[src/rtl/sn_pkg.sv]
// Shared constants for the SN76489 register interface: byte field positions,
// channel/type encodings and reset values.
package sn_pkg;

    localparam int LATCH_BIT = 7;
    localparam int CH_MSB    = 6;
    localparam int CH_LSB    = 5;
    localparam int TYPE_BIT  = 4;

    localparam logic [1:0] CH_NOISE  = 2'd3;
    localparam logic       TYPE_TONE = 1'b0;
    localparam logic       TYPE_ATT  = 1'b1;

    localparam logic [3:0] ATT_RST    = 4'hF;
    localparam logic [9:0] TONE_RST   = 10'd0;
    localparam logic [2:0] NOISE_RST  = 3'd0;
    localparam logic [7:0] STEREO_RST = 8'hFF;

    typedef enum logic [0:0] {
        BUSY_IDLE   = 1'b0,
        BUSY_ACTIVE = 1'b1
    } busy_state_t;

    function automatic logic is_latch_byte(input logic [7:0] b);
        return b[LATCH_BIT];
    endfunction

endpackage

[src/rtl/sn_busy_timer.sv]
// READY handshake timer: after a start, ready drops for exactly BUSY_CYCLES
// clocks, then returns high.
module sn_busy_timer
    import sn_pkg::*;
#(
    parameter int BUSY_CYCLES = 32
) (
    input  logic clk,
    input  logic rst_n,
    input  logic start,
    output logic ready
);

    localparam int CW = (BUSY_CYCLES > 1) ? $clog2(BUSY_CYCLES) : 1;
    localparam logic [CW-1:0] LOAD_VAL = CW'(BUSY_CYCLES - 1);

    busy_state_t   state_r, state_nxt_s;
    logic [CW-1:0] cnt_r, cnt_nxt_s;
    logic          ready_r, ready_nxt_s;

    // State, counter and registered ready
    always_ff @(posedge clk or negedge rst_n) begin
        if (!rst_n) begin
            state_r <= BUSY_IDLE;
            cnt_r   <= '0;
            ready_r <= 1'b1;
        end else begin
            state_r <= state_nxt_s;
            cnt_r   <= cnt_nxt_s;
            ready_r <= ready_nxt_s;
        end
    end

    // Next-state: load on start, count down, leave when counter reaches zero
    always_comb begin
        state_nxt_s = state_r;
        cnt_nxt_s   = cnt_r;
        case (state_r)
            BUSY_IDLE: begin
                if (start) begin
                    state_nxt_s = BUSY_ACTIVE;
                    cnt_nxt_s   = LOAD_VAL;
                end else begin
                    cnt_nxt_s = '0;
                end
            end
            BUSY_ACTIVE: begin
                if (cnt_r == '0) begin
                    state_nxt_s = BUSY_IDLE;
                end else begin
                    cnt_nxt_s = cnt_r - CW'(1);
                end
            end
            default: begin
                state_nxt_s = BUSY_IDLE;
                cnt_nxt_s   = '0;
            end
        endcase
        ready_nxt_s = (state_nxt_s == BUSY_IDLE);
    end

    assign ready = ready_r;

endmodule

[src/rtl/sn_reg_ctrl.sv]
// SN76489 host write decoder and register file (tone periods, attenuations,
// noise control). Optional Game Gear stereo register under SN_GG_STEREO_EN.
module sn_reg_ctrl
    import sn_pkg::*;
#(
    parameter int         BUSY_CYCLES = 32,
    parameter logic [3:0] ATT_RESET   = ATT_RST
) (
    input  logic       clk,
    input  logic       rst_n,
    input  logic       wr_en,
    input  logic [7:0] wr_data,
    output logic       ready,
    output logic       wr_drop,
    output logic [9:0] tone_per0,
    output logic [9:0] tone_per1,
    output logic [9:0] tone_per2,
    output logic [3:0] att0,
    output logic [3:0] att1,
    output logic [3:0] att2,
    output logic [3:0] att3,
    output logic [2:0] noise_ctl,
    output logic       noise_rst
`ifdef SN_GG_STEREO_EN
    ,
    input  logic       stereo_we,
    output logic [7:0] stereo
`endif
);

    logic       ready_s, data_acc_s, start_s, drop_s, noise_pulse_s;
    logic [9:0] tone_r [3];
    logic [9:0] tone_nxt_s [3];
    logic [3:0] att_r [4];
    logic [3:0] att_nxt_s [4];
    logic [2:0] noise_r, noise_nxt_s;
    logic [1:0] latch_ch_r, latch_ch_nxt_s;
    logic       latch_type_r, latch_type_nxt_s;
    logic       wr_drop_r, noise_rst_r;
    logic [1:0] tgt_ch_s;
    logic       tgt_type_s;

`ifdef SN_GG_STEREO_EN
    logic       stereo_acc_s;
    logic [7:0] stereo_r;

    // A stereo write takes priority over a simultaneous data byte
    assign stereo_acc_s = stereo_we & ready_s;
    assign data_acc_s   = wr_en & ready_s & ~stereo_we;
    assign start_s      = data_acc_s | stereo_acc_s;

    // Game Gear stereo register
    always_ff @(posedge clk or negedge rst_n) begin
        if (!rst_n) begin
            stereo_r <= STEREO_RST;
        end else if (stereo_acc_s) begin
            stereo_r <= wr_data;
        end else begin
            stereo_r <= stereo_r;
        end
    end

    assign stereo = stereo_r;
`else
    assign data_acc_s = wr_en & ready_s;
    assign start_s    = data_acc_s;
`endif

    assign drop_s = wr_en & ~data_acc_s;

    sn_busy_timer #(
        .BUSY_CYCLES(BUSY_CYCLES)
    ) u_busy (
        .clk  (clk),
        .rst_n(rst_n),
        .start(start_s),
        .ready(ready_s)
    );

    // A latch byte retargets immediately; a data byte uses the stored latch
    assign tgt_ch_s   = is_latch_byte(wr_data) ? wr_data[CH_MSB:CH_LSB] : latch_ch_r;
    assign tgt_type_s = is_latch_byte(wr_data) ? wr_data[TYPE_BIT] : latch_type_r;

    // Byte decode into next register-file contents
    always_comb begin
        tone_nxt_s       = tone_r;
        att_nxt_s        = att_r;
        noise_nxt_s      = noise_r;
        latch_ch_nxt_s   = latch_ch_r;
        latch_type_nxt_s = latch_type_r;
        noise_pulse_s    = 1'b0;
        if (data_acc_s) begin
            latch_ch_nxt_s   = tgt_ch_s;
            latch_type_nxt_s = tgt_type_s;
            if (tgt_type_s == TYPE_ATT) begin
                att_nxt_s[tgt_ch_s] = wr_data[3:0];
            end else if (tgt_ch_s == CH_NOISE) begin
                noise_nxt_s   = wr_data[2:0];
                noise_pulse_s = 1'b1;
            end else begin
                for (int i = 0; i < 3; i++) begin
                    if (tgt_ch_s == 2'(i)) begin
                        if (is_latch_byte(wr_data)) begin
                            tone_nxt_s[i][3:0] = wr_data[3:0];
                        end else begin
                            tone_nxt_s[i][9:4] = wr_data[5:0];
                        end
                    end else begin
                        tone_nxt_s[i] = tone_r[i];
                    end
                end
            end
        end else begin
            noise_pulse_s = 1'b0;
        end
    end

    // Register file, latch and pulse outputs
    always_ff @(posedge clk or negedge rst_n) begin
        if (!rst_n) begin
            for (int i = 0; i < 3; i++) tone_r[i] <= TONE_RST;
            for (int i = 0; i < 4; i++) att_r[i] <= ATT_RESET;
            noise_r      <= NOISE_RST;
            latch_ch_r   <= 2'd0;
            latch_type_r <= TYPE_TONE;
            wr_drop_r    <= 1'b0;
            noise_rst_r  <= 1'b0;
        end else begin
            tone_r       <= tone_nxt_s;
            att_r        <= att_nxt_s;
            noise_r      <= noise_nxt_s;
            latch_ch_r   <= latch_ch_nxt_s;
            latch_type_r <= latch_type_nxt_s;
            wr_drop_r    <= drop_s;
            noise_rst_r  <= noise_pulse_s;
        end
    end

    assign ready     = ready_s;
    assign wr_drop   = wr_drop_r;
    assign tone_per0 = tone_r[0];
    assign tone_per1 = tone_r[1];
    assign tone_per2 = tone_r[2];
    assign att0      = att_r[0];
    assign att1      = att_r[1];
    assign att2      = att_r[2];
    assign att3      = att_r[3];
    assign noise_ctl = noise_r;
    assign noise_rst = noise_rst_r;

endmodule

[config.mk]
export PLATFORM = sky130hd
export DESIGN_NAME = sn_reg_ctrl
export DESIGN_NICKNAME = d
export VERILOG_FILES = /design/src/rtl/sn_pkg.sv /design/src/rtl/sn_busy_timer.sv /design/src/rtl/sn_reg_ctrl.sv
export SDC_FILE = /design/constraint.sdc
export NUM_CORES = 1
export LEC_CHECK = 0
export ABC_AREA = 1
export CAP_MARGIN = 20
export CELL_PAD_IN_SITES_DETAIL_PLACEMENT = 0
export CELL_PAD_IN_SITES_GLOBAL_PLACEMENT = 1
export CORE_MARGIN = 2
export CORE_UTILIZATION = 25
export CTS_CLUSTER_DIAMETER = 200
export DETAILED_ROUTE_END_ITERATION = 10
export GPL_TIMING_DRIVEN = 0
export PLACE_DENSITY = 0.61
export RECOVER_POWER = 25
export SLEW_MARGIN = 20
export SYNTH_ARGS = -nofsm -noshare
export SYNTH_HDL_FRONTEND = slang
export SYNTH_SLANG_ARGS = --single-unit
[constraint.sdc]
create_clock -name clk -period 2.5 [get_ports clk]
set_input_delay 0.375 -clock clk [delete_from_list [all_inputs] [get_ports clk]]
set_output_delay 0.375 -clock clk [all_outputs]
set_load 0.02 [all_outputs]
# Word-level counts from Yosys, hierarchy flattened
# Index checks and enable logic that the tools add are counted.
[totals]
in_bits = 11
register_bits = 61
elab_cells = 59
[classes]
reduce_logical = 11
n_mux = 14
eq_ne = 4
n_lt_le_gt_ge = 2
n_addsub = 1
bitwise = 9
[ops]
columns = ["operator", "n"]
rows = [
  ["AND reduction 5 bit", 6],
  ["bitwise mux 16 bit", 1],
  ["two-way mux 5 bit", 2],
  ["one-hot mux 5 bit (2 select lines)", 1],
  ["demux 4 bit (select 2 bit)", 1],
  ["two-way mux 1 bit", 6],
  ["inverter 1 bit", 6],
  ["logical NOT 5 bit", 1],
  ["subtractor 5 x 1 -> 5 bit, second input constant", 1],
  ["equality test 2 bit, second input constant", 2],
  ["two-way mux 4 bit", 1],
  ["greater-or-equal comparator 3 bit, second input constant", 1],
  ["less-than comparator 3 x 1 -> 1 bit, second input constant", 1],
  ["inverter 2 -> 3 bit", 1],
  ["AND reduction 3 bit", 1],
  ["bitwise AND 1 bit", 2],
  ["equality test 2 x 1 -> 1 bit, second input constant", 1],
  ["logical NOT 2 bit", 1],
  ["two-way mux 2 bit", 1],
  ["!= test 2 bit, second input constant", 1],
  ["one-hot mux 1 bit (2 select lines)", 1],
  ["AND reduction 2 bit", 1],
  ["logical AND 1 bit", 1],
]

# Longest topological paths before layout
# Gate-level depths: netlist of run 1.
[logic_depth]
word_depth = 7
depth_mapped = 8
ltp_nobuf = 8

# Hierarchy
# From an unflattened synthesis of run 1, not the netlist that was laid out.
[hier_totals]
hier_cells = 247
area_unflattened_um2 = 2439.8
[modules_own_cells]
columns = ["mod", "n_inst", "area_per_inst_um2", "cells_per_inst", "seq_area_each_um2"]
rows = [
  ["sn_reg_ctrl", 1, 2084.5, 207, 1371.3],
  ["sn_busy_timer", 1, 355.3, 40, 176.4],
]

# Worst setup path before layout of run 1
# No wires, ideal clock.
[synth_timing]
kind = "register to register"
start = "register u_busy.ready_r (netlist: u_busy.ready)"
end = "register tone_r, in the netlist tone_per1[6]"
path_stages_with_launch = 7
arrival_time_ps = 1313
required_ps = 2373
setup_ps = 127
slack_ps = 1060
synth_period_minus_slack_ps = 1440
path_cell_list = "dfstp_2 nand2_2 nor2_1 nand4_1 buf_6 nand2_1 o21ai_2"
[synth_between]
elab_chain_cells = 2
[synth_lines]
columns = ["item", "line_no", "text"]
rows = [
  ["from (decl)", "sn_busy_timer.sv:19", "logic ready_r, ready_nxt_s;"],
  ["from (signal assigned)", "sn_busy_timer.sv:30", "ready_r <= ready_nxt_s;"],
  ["bitwise AND 1 bit", "sn_reg_ctrl.sv:65", "assign data_acc_s = wr_en & ready_s;"],
  ["AND reduction 5 bit (no line)", "--", ""],
  ["to (signal assigned)", "sn_reg_ctrl.sv:129", "tone_r <= tone_nxt_s;"],
  ["to (decl)", "sn_reg_ctrl.sv:32", "logic [9:0] tone_r [3];"],
]
# Every way passes these cells.
# A chain may end at the register's enable or synchronous reset.

# Final worst setup path of run 1
[layout_timing]
start = "register att_r, in the netlist att0[2]"
end = "output port att0[2]"
[layout_rtl]
columns = ["item", "line_no", "text"]
rows = [
  ["from (decl)", "sn_reg_ctrl.sv:34", "logic [3:0] att_r [4];"],
  ["from (signal assigned)", "sn_reg_ctrl.sv:130", "att_r <= att_nxt_s;"],
  ["to (decl)", "sn_reg_ctrl.sv:18", "output logic [3:0] att0,"],
]
# No word-level cell between the ends.

==> impl_results.md, run 1 <==
- Clk sinks: just over 60
- Vias: 1867
- Vias in the first global route: 1774
- Commonest cells after routing, fill and taps aside: 73 x nand2_1, 60 x clkdlybuf4s50_1, 44 x o21ai_0, 44 x dfrtp_1
- CTS Buf Count: 9
- Root Buffer Master: clkbuf_8
- FFs w/ async S/R, synth: 100%
- Yosys cell types: 22
- Critical-path cell list: clkdlybuf4s50_1
- Grt ovf: 0
- Sequential fraction of the synthesis area: between 60% and 70%
- Switch share: 35.6%
- Wire per inst: 12.6 um
- Post-synth EDFFs: 0
- DRC violations left: 0
- CP Class: reg -> out
- Clock power share: 21.6%
- Die ar.: 10400 um2
- GP Congestion: about 0.76
- Max Cap Viol: 0
- Fin crit share: 74.2%
- Flop pwr share: 38.3%
- First-pass GRT wire length: 9300 um
- Worst hold margin: 0.480 ns
- Final Max Slew Viols: 0
- Port bufs: 62
- TritonCTS clock tree: done
- Pwr dens: 1320 nW/um2
- Mapped Cells: 242
- Max-Slew Margin vs Limit: about 47%
- Ant diodes: 0
- Net Switching: 0.00161 W
- Top cell family by delay on the critical path: buffers and inverters
- DRT iter0 DRCs: 45
- CP endpoint kind: primary output
- Worst EP required: between 2 and 2.5 ns
- Pint: between 0.002 and 0.003 W
- Tightest Pin Transition: about 0.8 ns
- RSZ-0062 raised after global routing: no
- Final Critical Period: 1.85 ns
- Final ANT Viol Nets: 0
- Max Fanout on Critical Path: 2
- Hold Crit Class: reg -> reg
- Die width: a little over 100 um
- Primary FF master, synth: dfrtp_1
- Syn Area/Cell: between 9 and 10 um2
- Initial Util: 25.8%
- LEAKAGE: 1.50 nW
- # resized after CTS: 0
- # nets final: 329
- Register-to-register setup slack: ~0.90 ns
- Gate power share: about two fifths
- Clock Path Buffers: 2
- Maximum VDD drop: between 0.4 and 0.5 mV
- CTS H-tree lvls: 3
- Slowest cell on crit path: clkdlybuf4s50_1
- Core ar.: slightly above 9000 um2
- Synth Net Count: 254
- Initial antenna violation count: 0
- Final instance area: 3410 um2
- Outcome: completed
- Max Fclk: 539 MHz
- Largest net degree at the start of global routing: 34
- Pre-CTS WS: 0.399 ns
- Syn. warnings: 0
- DR vias/cell: 4.14
- Row cnt: 35
- Worst-Skew Late Latency: ~0.34 ns
- Buf/Inv on CP: 1
- Critical Path Source Type: register
- Setup slack after layout: 0.646 ns
- Clk slew on worst S/H paths: 0.08 ns
- Final setup fails: 0
- Drt total wl: around 5700 um
- GRT Util Overall: 12.0%
- Setup Fix Bufs, Post-CTS: 0
- Crit-path max cell delay: around 0.60 ns
- Arrival @ worst endpoint: 1.48 ns
- Area Growth Syn to Fin: 42.5%
- Pre-antenna DRT Iters: 5
- Share of cells above drive strength 1: 16.1%
- Height of the die: 102 um
- Netlist Area Pre-Place: 2390 um2
- HPWL after DPL: 4070 um
- I/O pin total: 63
- Post-synthesis register bit count: 61
- Final Hold Fails: 0
- Post-DP Area: 3190 um2
- Commonest non-fill, non-tap cell in the layout: nand2_1
- Final worst clock skew: 0.0101 ns
- Tot Pwr: ~0.0045 W
[worst paths after layout]
path,start,to,depth (start not counted)
worst max-delay path,att0[2],att0[2],1
worst min-delay path,tone_per0[7],tone_per0[7],2
worst max register to register,u_busy.ready,tone_per1[2],5
worst min register to register,tone_per0[7],tone_per0[7],2
max in group asynchronous,rst_n,tone_per1[3],3
min in group asynchronous,rst_n,u_busy.cnt_r[1],2
[per-layer routing]
metal,vias to the layer above,track usage [%],wire [um]
met5,-,0,0
met4,0,6.46,139
met3,11,3.49,299
met2,52,18.1,2560
met1,866,15.5,2700
li1,938,-,-
[Yosys cell counts (2+ instances only)]
cell type,n,share of area (%)
nand2_1,73,11
clkbuf_1,3,0.47
nor2_1,10,1.6
o21ai_0,44,9.2
inv_1,17,2.7
buf_6,2,0.94
o21ai_2,7,2.6
nand2_2,3,0.78
dfstp_2,17,19
o21ai_1,6,1.3
dfrtp_1,44,46
nand4_1,4,1.0
nor3_1,2,0.42
inv_2,2,0.31
[kinds of logic (layout without fill, tap and decap cells)]
logic type | count (synthesis) | in the layout | synth area share (%)
AO/OA/AOI/OAI | 60 | 60 | 13.9
adder cells (fa/ha/maj) | 1 | 1 | 0.523
buffers and inverters | 25 | 105 | 4.60
flip-flops | 61 | 61 | 64.7
AND/OR/NAND/NOR | 95 | 95 | 16.4
[sequential cells by signal, indices dropped and copies added, names as in the netlist, 2 cells and up]
| signal | count |
|---|---|
| tone_per1 | 10 |
| tone_per0 | 10 |
| att0 | 4 |
| att3 | 4 |
| noise_ctl | 3 |
| u_busy.cnt_r | 5 |
| att1 | 4 |
| att2 | 4 |
| tone_per2 | 10 |
| latch_ch_r | 2 |
[timing repair]
item / 4_1_cts / 5_1_grt
setup endpoints to repair: 0 / 0
endpoints found under the hold margin: 25 / 0
hold buffers: 1 / 0
[area by class of cell]
type                       count  area (um2)
timing repair buffer          64         633
buffer                         6        38.8
tap                          129         161
sequential                    61        1550
fill                         996        5870
clock inverter                 7        98.8
multi-input combinational    156         736
clock buffer                   9         124
inverter                      19        71.3
[stage by stage]
| step | instances | setup TNS (ns) | utilization (%) |
|---|---|---|---|
| finish | 451 | 0 | 36.7 |
| detailed placement | 434 | 0 | 34.4 |
| global placement | 433 | -49.48 | 34.2 |
| global route | 451 | 0 | 36.7 |
| CTS | 451 | 0 | 36.9 |
| floorplan | 242 | 0 | - |
[power groups by stage]
stage               Combinational, W  Sequential, W  Clock [W]
finish                       0.00181        0.00173   0.000976
global route                 0.00198        0.00179    0.00105
CTS                          0.00184        0.00174    0.00101
detailed placement           0.00183        0.00175          0
global placement             0.00180        0.00175          0
floorplan                   0.000523        0.00216          0
[tightest hold or removal path, stage by stage, from the launching register on]
cell and delay (ns):
dfrtp_1 0.34, nand2_1 0.06, o21ai_2 0.05
Power figures use the tool's default switching activity.
==> inputs of run 2 (changes only) <==
Clock period 2.5 ns to 1.9 ns, I/O delays scaled along.
==> run 2 against run 1 <==
Effect of this change:
- worst setup slack got worse by 0.51 ns
- sequential power rose by 31%
- largest cell class unchanged
- cell area unchanged
- die area unchanged
- highest routed layer unchanged
==> impl_results.md, run 2 (synthesis gave the netlist of run 1 again) <==
- GP Congestion: 0.761 (unchanged)
- Worst EP required: 1.62 ns (-0.50 ns)
- Pre-antenna DRT Iters: 5 (unchanged)
- First-pass GRT wire length: 9300 um (unchanged)
- Met1 usage: 15.5% (unchanged)
- Area Growth Syn to Fin: 42.5% (unchanged)
- Max-Slew Margin vs Limit: 51.2% (+4.5 points)
- Hold buffers post-CTS: 1 (unchanged)
- Top cell family by delay on the critical path: buffers and inverters
- Port bufs: 62 (unchanged)
- Clock Path Buffers: 2 (unchanged)
- CTS Buf Count: 9 (unchanged)
- Drt total wl: 5690 um (about the same)
- Max Fanout on Critical Path: 2 (unchanged)
- CP endpoint kind: primary output
- Worst Setup SP: att0[2]
- Hold Crit Class: reg -> reg
- Max Fclk: 567 MHz
- Crit-path max cell delay: 0.60 ns (about the same)
- Worst-Skew Late Latency: 0.34 ns (about the same)
- Max Cap Viol: 0 (unchanged)
- Clk slew on worst S/H paths: 0.08 ns (about the same)
- Row cnt: 35 (unchanged)
- Die ar.: 10400 um2 (unchanged)
- Setup Total Neg Slack: 0 ns (unchanged)
- Ant diodes: 0 (unchanged)
- DRC violations left: 0 (unchanged)
- Pwr dens: 1740 nW/um2 (+32%)
- Area occupied by multi-input gates: 736 um2 (unchanged)
- TritonCTS clock tree: done
- HPWL after DPL: 4070 um (unchanged)
- Commonest non-fill, non-tap cell in the layout: nand2_1
- Die width: 102 um (unchanged)
- Vias in the first global route: 1774 (unchanged)
- Final Critical Period: 1.76 ns
- Initial Util: 25.8% (unchanged)
- Slowest cell on crit path: clkdlybuf4s50_1
- Final worst clock skew: 0.0101 ns (-0.000000100 ns)
- Worst hold margin: 0.480 ns (+0.0000870 ns)
- Root Buffer Master: clkbuf_8
- Critical Path Source Type: register
- CTS H-tree lvls: 3 (unchanged)
- Tightest Pin Transition: 0.733 ns (-0.0682 ns)
- I/O pin total: 63 (unchanged)
- Most heavily used metal layer in global routing: met2
- DR vias/cell: 4.13 (-0.16%)
- Initial antenna violation count: 0 (unchanged)
- # nets final: 329 (unchanged)
- Register-to-register setup slack: 0.30 ns (-0.60 ns)
- R2R Path End: tone_per1[2]
- Worst hold stages: 2 (unchanged)
- Worst path depth: 1 (unchanged)
- Commonest cells after routing, fill and taps aside: 73 x nand2_1, 61 x clkdlybuf4s50_1, 44 x o21ai_0, 44 x dfrtp_1
- Tot Pwr: 0.00594 W (+32%)
- Height of the die: 102 um (unchanged)
- Vias: 1864 (-0.16%)
- Reg2Reg Launch Point: u_busy.ready
- Setup Fix Bufs, Post-CTS: 0 (unchanged)
- Final Max Slew Viols: 0 (unchanged)
- Final Hold Fails: 0 (unchanged)
- Setup crit end: att0[2]
- GRT Util Overall: 12.0% (unchanged)
- Clk sinks: 61 (unchanged)
- Final ANT Viol Nets: 0 (unchanged)
- Largest net degree at the start of global routing: 34 (unchanged)
- DRT iter0 DRCs: 45 (unchanged)
- R2r worst-path depth: 5 (unchanged)
- Maximum VDD drop: 0.645 mV (+32%)
- Critical-path cell list: clkdlybuf4s50_1
- Wire per inst: 12.6 um (about the same)
- CP Class: reg -> out
- Final setup fails: 0 (unchanged)
- Core ar.: 9280 um2 (unchanged)
- GR Util met2: 18.1% (unchanged)
- Register area: 1550 um2 (unchanged)
- Grt ovf: 0 (unchanged)
- Outcome: completed
- Share of cells above drive strength 1: 16.1% (unchanged)
- Fin crit share: between 90% and 100%
- Met3 track demand over resource: 3.49% (unchanged)
- Buf/Inv on CP: 1 (unchanged)
- Arrival @ worst endpoint: 1.48 ns (about the same)
- RSZ-0062 raised after global routing: no
- LEAKAGE: 1.50 nW (about the same)
- Fillcell total: 997 (+0.10%)
- # resized after CTS: 0 (unchanged)
## run 2: cell count changes in the layout (fill, tap and decap cells not counted), sizes merged
cell	before	now
dlygate4sd3	2	1
clkbuf	13	14
buf	4	3
clkdlybuf4s50	60	61
## run 2: metal layers
metal,part of all wire (%),vias to the layer above
met5,0,-
met4,2.4,0
met3,5.2,11
met2,45,50
met1,47,865
li1,-,938
## run 2: worst min path at each step
stage | start | end | slack [ns]
after floorplan | rst_n | latch_ch_r[0] | -0.01
after global placement | tone_per0[7] | tone_per0[7] | 0.46
after detailed placement | rst_n | noise_rst | 0.25
after CTS | rst_n | u_busy.cnt_r[1] | 0.41
after global routing | tone_per1[6] | tone_per1[6] | 0.50
final | tone_per0[7] | tone_per0[7] | 0.48
## run 2: where the power goes
group,total [W],switching [W],leakage (nW),internal [W]
clock,0.00128,0.000540,0.110,0.000745
combinational,0.00238,0.00127,0.639,0.00111
sequential,0.00227,0.000308,0.750,0.00197
total,0.00594,0.00211,1.50,0.00382
## run 2: worst reg2reg max path: stages (launching register included)
cell and delay, ns:
dfstp_2 0.55, nand2_2 0.12, nor3_1 0.36, nand2_1 0.25
nand2_1 0.11, o21ai_0 0.08
## run 2: stage by stage
stage	utilization, %	instances	instance area [um2]	setup slack (ns)
after global placement	34.2	433	3180	-1.52
final	36.7	451	3410	0.136
after floorplan	-	242	2390	0.460
after detailed placement	34.4	434	3190	-0.111
after CTS	36.9	451	3430	0.108
after global routing	36.7	451	3410	0.0467
## run 2: layout make-up
| class | count | share of cell area, % |
|---|---|---|
| flip-flops and latches | 61 | 45.4 |
| multi-input cells | 156 | 21.6 |
| repair buffers | 64 | 18.6 |
| well taps | 129 | 4.73 |
| clock buffers | 9 | 3.63 |
| clock inverters | 7 | 2.90 |
| inverters | 19 | 2.09 |
| plain buffers | 6 | 1.14 |
